### src/rtl/ram_loader_pkg.sv
// Shared definitions for the ram_loader slice: FSM states and default geometry.
package ram_loader_pkg;

    localparam int unsigned ADDR_W_DEF   = 16;
    localparam int unsigned RAM_SIZE_DEF = 49152;

    typedef enum logic [2:0] {
        IDLE,
        ADDR_LO,
        ADDR_HI,
        DATA,
        DRAIN,
        DONE
    } ld_state_t;

endpackage

### src/rtl/ram_bus_mux.sv
// Combinational RAM bus select: CPU owns the bus when idle, the loader while busy.
module ram_bus_mux
    import ram_loader_pkg::*;
#(
    parameter int unsigned ADDR_W = ADDR_W_DEF
) (
    input  logic              busy,
    input  logic [ADDR_W-1:0] cpu_address,
    input  logic              cpu_w_en,
    input  logic [7:0]        cpu_dout,
    input  logic [ADDR_W-1:0] ldr_address,
    input  logic              ldr_w_en,
    input  logic [7:0]        ldr_din,
    output logic [ADDR_W-1:0] ram_address,
    output logic              ram_w_en,
    output logic [7:0]        ram_din
);

    assign ram_address = busy ? ldr_address : cpu_address;
    assign ram_w_en    = busy ? ldr_w_en    : cpu_w_en;
    assign ram_din     = busy ? ldr_din     : cpu_dout;

endmodule

### src/rtl/ram_loader.sv
// Loads a PRG-style image (LE load address, then payload) from the ioctl stream into RAM.
// Optional RAM_LOADER_AUTOSTART_EN adds run_addr and cpu_reset_req outputs.
module ram_loader
    import ram_loader_pkg::*;
#(
    parameter int unsigned RAM_SIZE = RAM_SIZE_DEF,
    parameter int unsigned ADDR_W   = ADDR_W_DEF
) (
    input  logic              clk,
    input  logic              reset,
    input  logic              dl_active,
    input  logic              dl_valid,
    input  logic [7:0]        dl_data,
    output logic              dl_ready,
    input  logic              wr_slot,
    input  logic [ADDR_W-1:0] cpu_address,
    input  logic              cpu_w_en,
    input  logic [7:0]        cpu_dout,
    output logic [ADDR_W-1:0] ram_address,
    output logic              ram_w_en,
    output logic [7:0]        ram_din,
    output logic              cpu_hold,
    output logic              busy,
    output logic              done,
    output logic              overflow,
    output logic [ADDR_W-1:0] end_addr
`ifdef RAM_LOADER_AUTOSTART_EN
    ,
    output logic [ADDR_W-1:0] run_addr,
    output logic              cpu_reset_req
`endif
);

    ld_state_t         state;
    logic              dl_active_q;
    logic              pending;
    logic [7:0]        hold_byte;
    logic [7:0]        addr_lo;
    logic [ADDR_W-1:0] wr_ptr;
    logic              in_range;
    logic              slot_write;
    logic              ldr_w_en;
    logic              enter_done;

    assign in_range   = (32'(wr_ptr) < RAM_SIZE);
    assign slot_write = pending && wr_slot && (state == DATA || state == DRAIN);
    assign ldr_w_en   = slot_write && in_range;
    // pending blocks acceptance, so a write cycle can never also take a byte
    assign dl_ready   = (state == ADDR_LO) || (state == ADDR_HI) || (state == DATA && !pending);
    assign enter_done = ((state == ADDR_LO || state == ADDR_HI) && !dl_active)
                     || (state == DRAIN && !pending);

    always_ff @(posedge clk) begin
        if (reset) begin
            state       <= IDLE;
            dl_active_q <= 1'b0;
            pending     <= 1'b0;
            hold_byte   <= '0;
            addr_lo     <= '0;
            wr_ptr      <= '0;
            busy        <= 1'b0;
            cpu_hold    <= 1'b0;
            done        <= 1'b0;
            overflow    <= 1'b0;
            end_addr    <= '0;
`ifdef RAM_LOADER_AUTOSTART_EN
            run_addr      <= '0;
            cpu_reset_req <= 1'b0;
`endif
        end else begin
            dl_active_q <= dl_active;
            done        <= 1'b0;
`ifdef RAM_LOADER_AUTOSTART_EN
            cpu_reset_req <= 1'b0;
`endif
            // Out-of-range bytes are consumed and still advance the pointer.
            if (slot_write) begin
                pending  <= 1'b0;
                wr_ptr   <= wr_ptr + 1'b1;
                end_addr <= wr_ptr + 1'b1;
                if (!in_range) overflow <= 1'b1;
            end

            if (enter_done) begin
                state    <= DONE;
                done     <= 1'b1;
                busy     <= 1'b0;
                cpu_hold <= 1'b0;
`ifdef RAM_LOADER_AUTOSTART_EN
                cpu_reset_req <= !overflow;
`endif
            end else begin
                case (state)
                    IDLE: begin
                        if (dl_active && !dl_active_q) begin
                            state    <= ADDR_LO;
                            overflow <= 1'b0;
                            busy     <= 1'b1;
                            cpu_hold <= 1'b1;
                        end
                    end
                    ADDR_LO: begin
                        if (dl_valid) begin
                            addr_lo <= dl_data;
                            state   <= ADDR_HI;
                        end
                    end
                    ADDR_HI: begin
                        if (dl_valid) begin
                            wr_ptr <= ADDR_W'({dl_data, addr_lo});
`ifdef RAM_LOADER_AUTOSTART_EN
                            run_addr <= ADDR_W'({dl_data, addr_lo});
`endif
                            state  <= DATA;
                        end
                    end
                    DATA: begin
                        if (dl_valid && !pending) begin
                            hold_byte <= dl_data;
                            pending   <= 1'b1;
                        end
                        if (!dl_active) state <= DRAIN;
                    end
                    DRAIN:   state <= DRAIN;
                    DONE:    state <= IDLE;
                    default: state <= IDLE;
                endcase
            end
        end
    end

    ram_bus_mux #(
        .ADDR_W(ADDR_W)
    ) u_bus_mux (
        .busy        (busy),
        .cpu_address (cpu_address),
        .cpu_w_en    (cpu_w_en),
        .cpu_dout    (cpu_dout),
        .ldr_address (wr_ptr),
        .ldr_w_en    (ldr_w_en),
        .ldr_din     (hold_byte),
        .ram_address (ram_address),
        .ram_w_en    (ram_w_en),
        .ram_din     (ram_din)
    );

endmodule
### config.mk
export PLATFORM = sky130hd
export DESIGN_NAME = ram_loader
export DESIGN_NICKNAME = d
export VERILOG_FILES = /design/src/rtl/ram_loader_pkg.sv /design/src/rtl/ram_bus_mux.sv /design/src/rtl/ram_loader.sv
export SDC_FILE = /design/constraint.sdc
export NUM_CORES = 1
export LEC_CHECK = 0
export CORE_MARGIN = 2
export CORE_UTILIZATION = 48
export DETAILED_ROUTE_END_ITERATION = 6
export MAX_ROUTING_LAYER = met4
export PLACE_DENSITY = 0.87
export SLEW_MARGIN = 30
export SYNTH_ARGS = -nofsm -noshare
export SYNTH_HDL_FRONTEND = slang
export SYNTH_SLANG_ARGS = --single-unit
### constraint.sdc
create_clock -name clk -period 2.1 [get_ports clk]
set_input_delay 0.42 -clock clk [delete_from_list [all_inputs] [get_ports clk]]
set_output_delay 0.42 -clock clk [all_outputs]
set_load 0.02 [all_outputs]
Yosys cells after proc, flatten, opt, wreduce, memory -nomap -nowiden

Cells that the tools add are included.

Add/sub/neg operators: 1
Magnitude comparators: 1
Equal/unequal tests: 12
Mux-type cells: 23
Bitwise operators: 1
Reduce and logical (&&, ||, !) cells: 22

Operators by type and width:

| cell                                           | count |
|---|---|
| 2-to-1 mux 16 bit                              | 5 |
| adder 16 x 1 -> 16 bit (second input constant) | 1 |
| < comparator 16 bit (second input constant)    | 1 |
| 2-to-1 mux 3 bit                               | 5 |
| one-hot mux 3 bit (5 select lines)             | 1 |
| inequality test 3 bit (second input constant)  | 4 |
| 2-to-1 mux 1 bit                               | 11 |
| logical AND 1 bit                              | 8 |
| 2-to-1 mux 8 bit                               | 1 |
| inequality test 2 bit (second input constant)  | 4 |
| AND reduction 4 bit                            | 2 |
| == test 3 x 2 -> 1 bit (second input constant) | 2 |
| AND reduction 3 bit                            | 2 |
| logical OR 1 bit                               | 4 |
| == test 3 x 1 -> 1 bit (second input constant) | 1 |
| == test 3 bit (second input constant)          | 1 |
| logical NOT 1 bit                              | 3 |
| logical NOT 3 bit                              | 1 |
| AND reduction 2 bit                            | 1 |
| OR reduction 2 bit                             | 1 |
| NOT 1 bit                                      | 1 |

Register bits: 56
Bits of input ports: 38
Output and inout bits: 46
Word-level logic and storage cells: 71

Logic depth before layout (Yosys ltp)

Word-level depth: 7
Mapped depth: 7

Cells and area by module

From an unflattened synthesis, not the netlist that was laid out.

Cells, all modules: 322
Area, all modules: 2989.1 µm²

Modules (own cells, without submodules):

| module      | instances | cells each | area an instance (µm²) | seq. area each (µm²) |
|---|---|---|---|---|
| ram_loader  | 1         | 294        | 2581.2                 | 1121.1 |
| ram_bus_mux | 1         | 28         | 407.9                  | 0.0 |

Least setup slack after synthesis

Ideal clock, no wire load.

Kind: register -> output
Start point: register state[0]
End point: output port ram_w_en
Arrival: 1587 ps
Required time: 1680 ps
Setup slack: 93 ps
Stages on the path, launching flop included: 7
Cells stage by stage: dfxtp_1 > or3b_1 > buf_2 > a21o_1 > clkbuf_1 > a21oi_1 > mux2_2

Longest elaborated chain between the ends: 5
Elaborated cells on any way between the ends: 6

RTL lines:

| element                                                 | RTL line          | RTL |
|---|---|---|
| start: declaration                                      | ram_loader.sv:34  | `ld_state_t state;` |
| start signal: assignment                                | ram_loader.sv:55  | `state <= IDLE;` |
| start signal: assignment                                | ram_loader.sv:85  | `state <= DONE;` |
| start signal: assignment                                | ram_loader.sv:96  | `state <= ADDR_LO;` |
| == test 3 x 2 -> 1 bit or == test 3 bit (tied branches) | ram_loader.sv:46  | `assign slot_write = pending && wr_slot && (state == DATA \|\| state == DRAIN);` |
| logical OR 1 bit (*)                                    | ram_loader.sv:46  |  |
| logical AND 1 bit (*)                                   | ram_loader.sv:46  |  |
| logical AND 1 bit (*)                                   | ram_loader.sv:47  | `assign ldr_w_en = slot_write && in_range;` |
| 2-to-1 mux 1 bit (*)                                    | ram_bus_mux.sv:20 | `assign ram_w_en = busy ? ldr_w_en : cpu_w_en;` |
| end: declaration                                        | ram_loader.sv:20  | `output logic ram_w_en,` |

Every way passes the cells marked *; elsewhere a longest branch is shown, timed or not.

Final worst setup path

Start point: register state[2]
End point: output port ram_w_en

The elaborated chain is that of the path after synthesis.

==> results list <==
* Commonest cells post-synth: sky130_fd_sc_hd__dfxtp_1 (56), sky130_fd_sc_hd__nor2_1 (45), sky130_fd_sc_hd__mux2_2 (25), sky130_fd_sc_hd__a211oi_1 (19), sky130_fd_sc_hd__mux2i_1 (17)
- Data on the critical path is required at its endpoint by 1680 ps.
- The core region is 5920 µm².
- The worst setup path is captured at an output pin.
- Simple-gate area share of the yosys netlist: 19.5%
* Unique cell type count in the Yosys netlist: 42
- Maximum clock rate: 497 MHz
* Final max-slew violation count: 0
- The final-report hold violation count was 0.
- Hold timing on the final database bottoms out at a slack of 502 ps.
- Detailed-route wire length: between 8 and 9 mm
* Largest cells by area after synthesis: sky130_fd_sc_hd__dfxtp_1 (38%), sky130_fd_sc_hd__mux2_2 (9.6%), sky130_fd_sc_hd__mux2i_1 (5.8%)
* Cell-by-cell trace of the critical path: or3b_1 > a21o_1 > a21oi_2 > mux2_4 > buf_6
- The biggest area contributor in the post-synthesis netlist is sky130_fd_sc_hd__dfxtp_1.
- Met1 layer usage reported by global route: 32.1%
- Starting Density: 49.4%
- The routed layout has 2934 vias.
* Post-Syn Instances: 333
- The via count of the first global-routing pass came to about 2800.
- Number of nets still failing antenna checks after routing: 0
- Setup violations remaining at the end of the flow were counted as 0.
- Yosys mapped a number of flops with a built-in enable equal to 0.
- X dimension of the die: 82.1 µm
* Crit start category: flop
* Total clock buffers created by CTS: 5
* PortBufs: 83
- Pre-Repair DR Iteration Count: 5
* Cell area power density: 614 nW/µm²
- Headroom to the max-slew limit came out at 69.9%.
* Worst path max stage delay: 360 ps
* Clk pin slew, worst setup/hold paths: 100 ps
- Fraction of final layout cells sized beyond drive strength 1: 17.4%
- After synthesis, the largest family of logic cells by area is simple AND/OR/NAND/NOR gates.
- The first global-routing pass estimated 12.9 mm of wire.
- The die covers 6740 µm².
- Data arrives at the worst endpoint at 1590 ps.
- For met2 alone, demand over resource in global routing was 40.2%.
- Share of the synthesized netlist area taken by xor and xnor gates: 5.39%
- The initial antenna violation count was 0.
* Portion of the post-synthesis area used by sequential elements: 38.3%
* Compound-Gate Fraction of Synth Area: 15.9%
* Yosys top cell area share: 38.3%
- Synth Area in Adders: less than 1%
- Average wire per cell in the routed design: 16.0 µm
- The longest clock path from root to sink contains 2 buffers.
- Peak supply drop: 0.463 mV
- In this run the worst path has a maximum fanout of 2.
- CTS root buffer: sky130_fd_sc_hd__clkbuf_8
- The most used flip-flop cell after synthesis is sky130_fd_sc_hd__dfxtp_1.
- Synthesized flop and latch total: 56
- Remaining global-route overflow: 0
- Setup slack of the most critical reg-to-reg path: 110 ps
- Largest net degree at the start of global routing: 48
* Clock tree from TritonCTS: yes
- Ant diodes: 0
- H-tree depth: 2
- Across the run, the number of max-cap violations was 0.
- Run status: finished, final reports clean
- Global routing usage on met3: approximately 4.3%
- Type of the worst min-delay path: reg2reg
- Non-filler cells, final: 505
* Worst Max-Slew Pin Slew: 449 ps
* Clock insertion delay at the later pin of the skew report: 310 ps
* Avg Cell Area, Syn: 8.79 µm²
- Number of DRC violations after detailed routing: 0
* Total GRT Usage: 25.6%
- The floorplan has 28 rows.
- Net count after synthesis: 372
* Most frequent cell after synthesis: sky130_fd_sc_hd__dfxtp_1
- For this run, asynchronously set or reset flops after synthesis account for 0%.
- Post-synth design cell area: slightly below 3000 µm²
- Lkg Pwr: about 1.6 nW
- Summed over all nets, the half-perimeter wirelength after detailed placement is 5.79 mm.
- The layer flagged by global routing as most heavily used is met2.
- Measured along the y axis, the die boundary spans approximately 82 µm.
- Slowest cell on the critical path: sky130_fd_sc_hd__or3b_1
- Post-synthesis mux area share: 15.4%
- Min Clock Period, post-route: just over 2000 ps
* Unrepaired setup endpoints after global routing: no
- The detailed router finished its first iteration with 331 violations.
- For this run, the post-layout net count is approximately 470.
- Vias per cell: ~5.8
- For this design, the CTS-stage hold fixing added 0 buffers.
- The clock net in this run drives a total of 56 sinks.
* Dpl cells: 497
* Worst Skew: 3.99 ps
* Routability congestion estimate from global placement: 0.862
* Ys Warns: 0
- The final critical path takes up 95.7% of the cycle.
- Boundary pin count: 84
- FILL cells: 444
* Synth-to-Final Area Change: 41.8%
- Critical path class: reg2out
[cells by family after synthesis]
family	count (synthesis)
AOI/OAI and AO/OA	69
xor gates and xnor gates	18
adders and majority gates	1
buffers and inverters	35
DFF	56
muxes	42
and+or+nand+nor	112
[what timing repair did]
action,in CTS,in global routing
resized for setup,29,6
buffers inserted,0,0
endpoints found under the setup margin,26,2
pin swaps,0,1
[routing by layer]
layer / vias to the layer above / part of all wire [%]
met5: - / 0
met4: 0 / 3.6
met3: 30 / 6.0
met2: 144 / 48
met1: 1374 / 42
li1: 1386 / -
[worst max-delay path, delay by kind of cell, from the launching register on]
| kind | cells | cell delay (ps) |
|---|---|---|
| buffers and inverters | 1 | 110 |
| AOI/OAI and AO/OA | 2 | 320 |
| and+or+nand+nor | 1 | 360 |
| DFF | 1 | 340 |
| muxes | 1 | 150 |
[state kept, by name (all words and copies together) (netlist names)]
signal and cells:
overflow 1, done 1, addr_lo 8, state 3
busy 1, end_addr 16, wr_ptr 16, pending 1
dl_active_q 1, hold_byte 8
[cell usage in the layout, fill, tap and decap left out, drive strengths merged, types with 2 or more instances in the layout]
cell type / n
dfxtp: 56
nand4b: 2
o21bai: 2
nor2: 45
mux2: 25
nor3: 7
nand3: 7
and3: 3
o31ai: 4
nand2b: 5
inv: 6
nand3b: 4
a311oi: 8
mux2i: 17
xnor2: 15
a21o: 2
dlygate4sd2: 25
nor4: 5
clkdlybuf4s50: 57
nand4: 3
nor2b: 3
clkbuf: 7
o21ai: 12
or4: 3
a31oi: 3
a21oi: 14
nor3b: 2
nand2: 10
or3: 11
xor2: 3
a211oi: 19
buf: 36
[worst paths after layout]
check	startpoint	end	depth (start not counted)
setup / recovery	state[2]	ram_w_en	5
hold / removal	end_addr[4]	end_addr[4]	2
setup reg to reg	state[2]	wr_ptr[15]	5
hold reg to reg	end_addr[4]	end_addr[4]	2
[per-stage QoR]
stage	utilization [%]	cell area [µm²]	setup TNS (ps)	power, mW	setup WS [ps]
after floorplan	-	2930	0	1.53	92.7
after global placement	68.3	4040	-562	1.83	-345
after detailed placement	68.3	4040	-839	1.85	-360
after CTS	69.8	4130	0	2.55	10.1
after global routing	70.1	4150	0	2.66	14.0
final	70.1	4150	0	2.55	89.5
[cell type report]
class                           instances  area, µm²  area share, %
Multi-Input combinational cell        242       1670           40.2
Sequential cell                        56       1120           27.0
Timing Repair Buffer                  118       1120           26.9
Clock buffer                            7       96.3           2.32
Tap cell                               75       93.8           2.26
Clock inverter                          1       30.0          0.724
Inverter                                6       22.5          0.543
[where the power goes]
part	switching [mW]	internal, mW
registers	0.0231	1.09
logic	0.336	0.333
clock network	0.342	0.421
No activity file was read; power rests on OpenSTA's default activity.
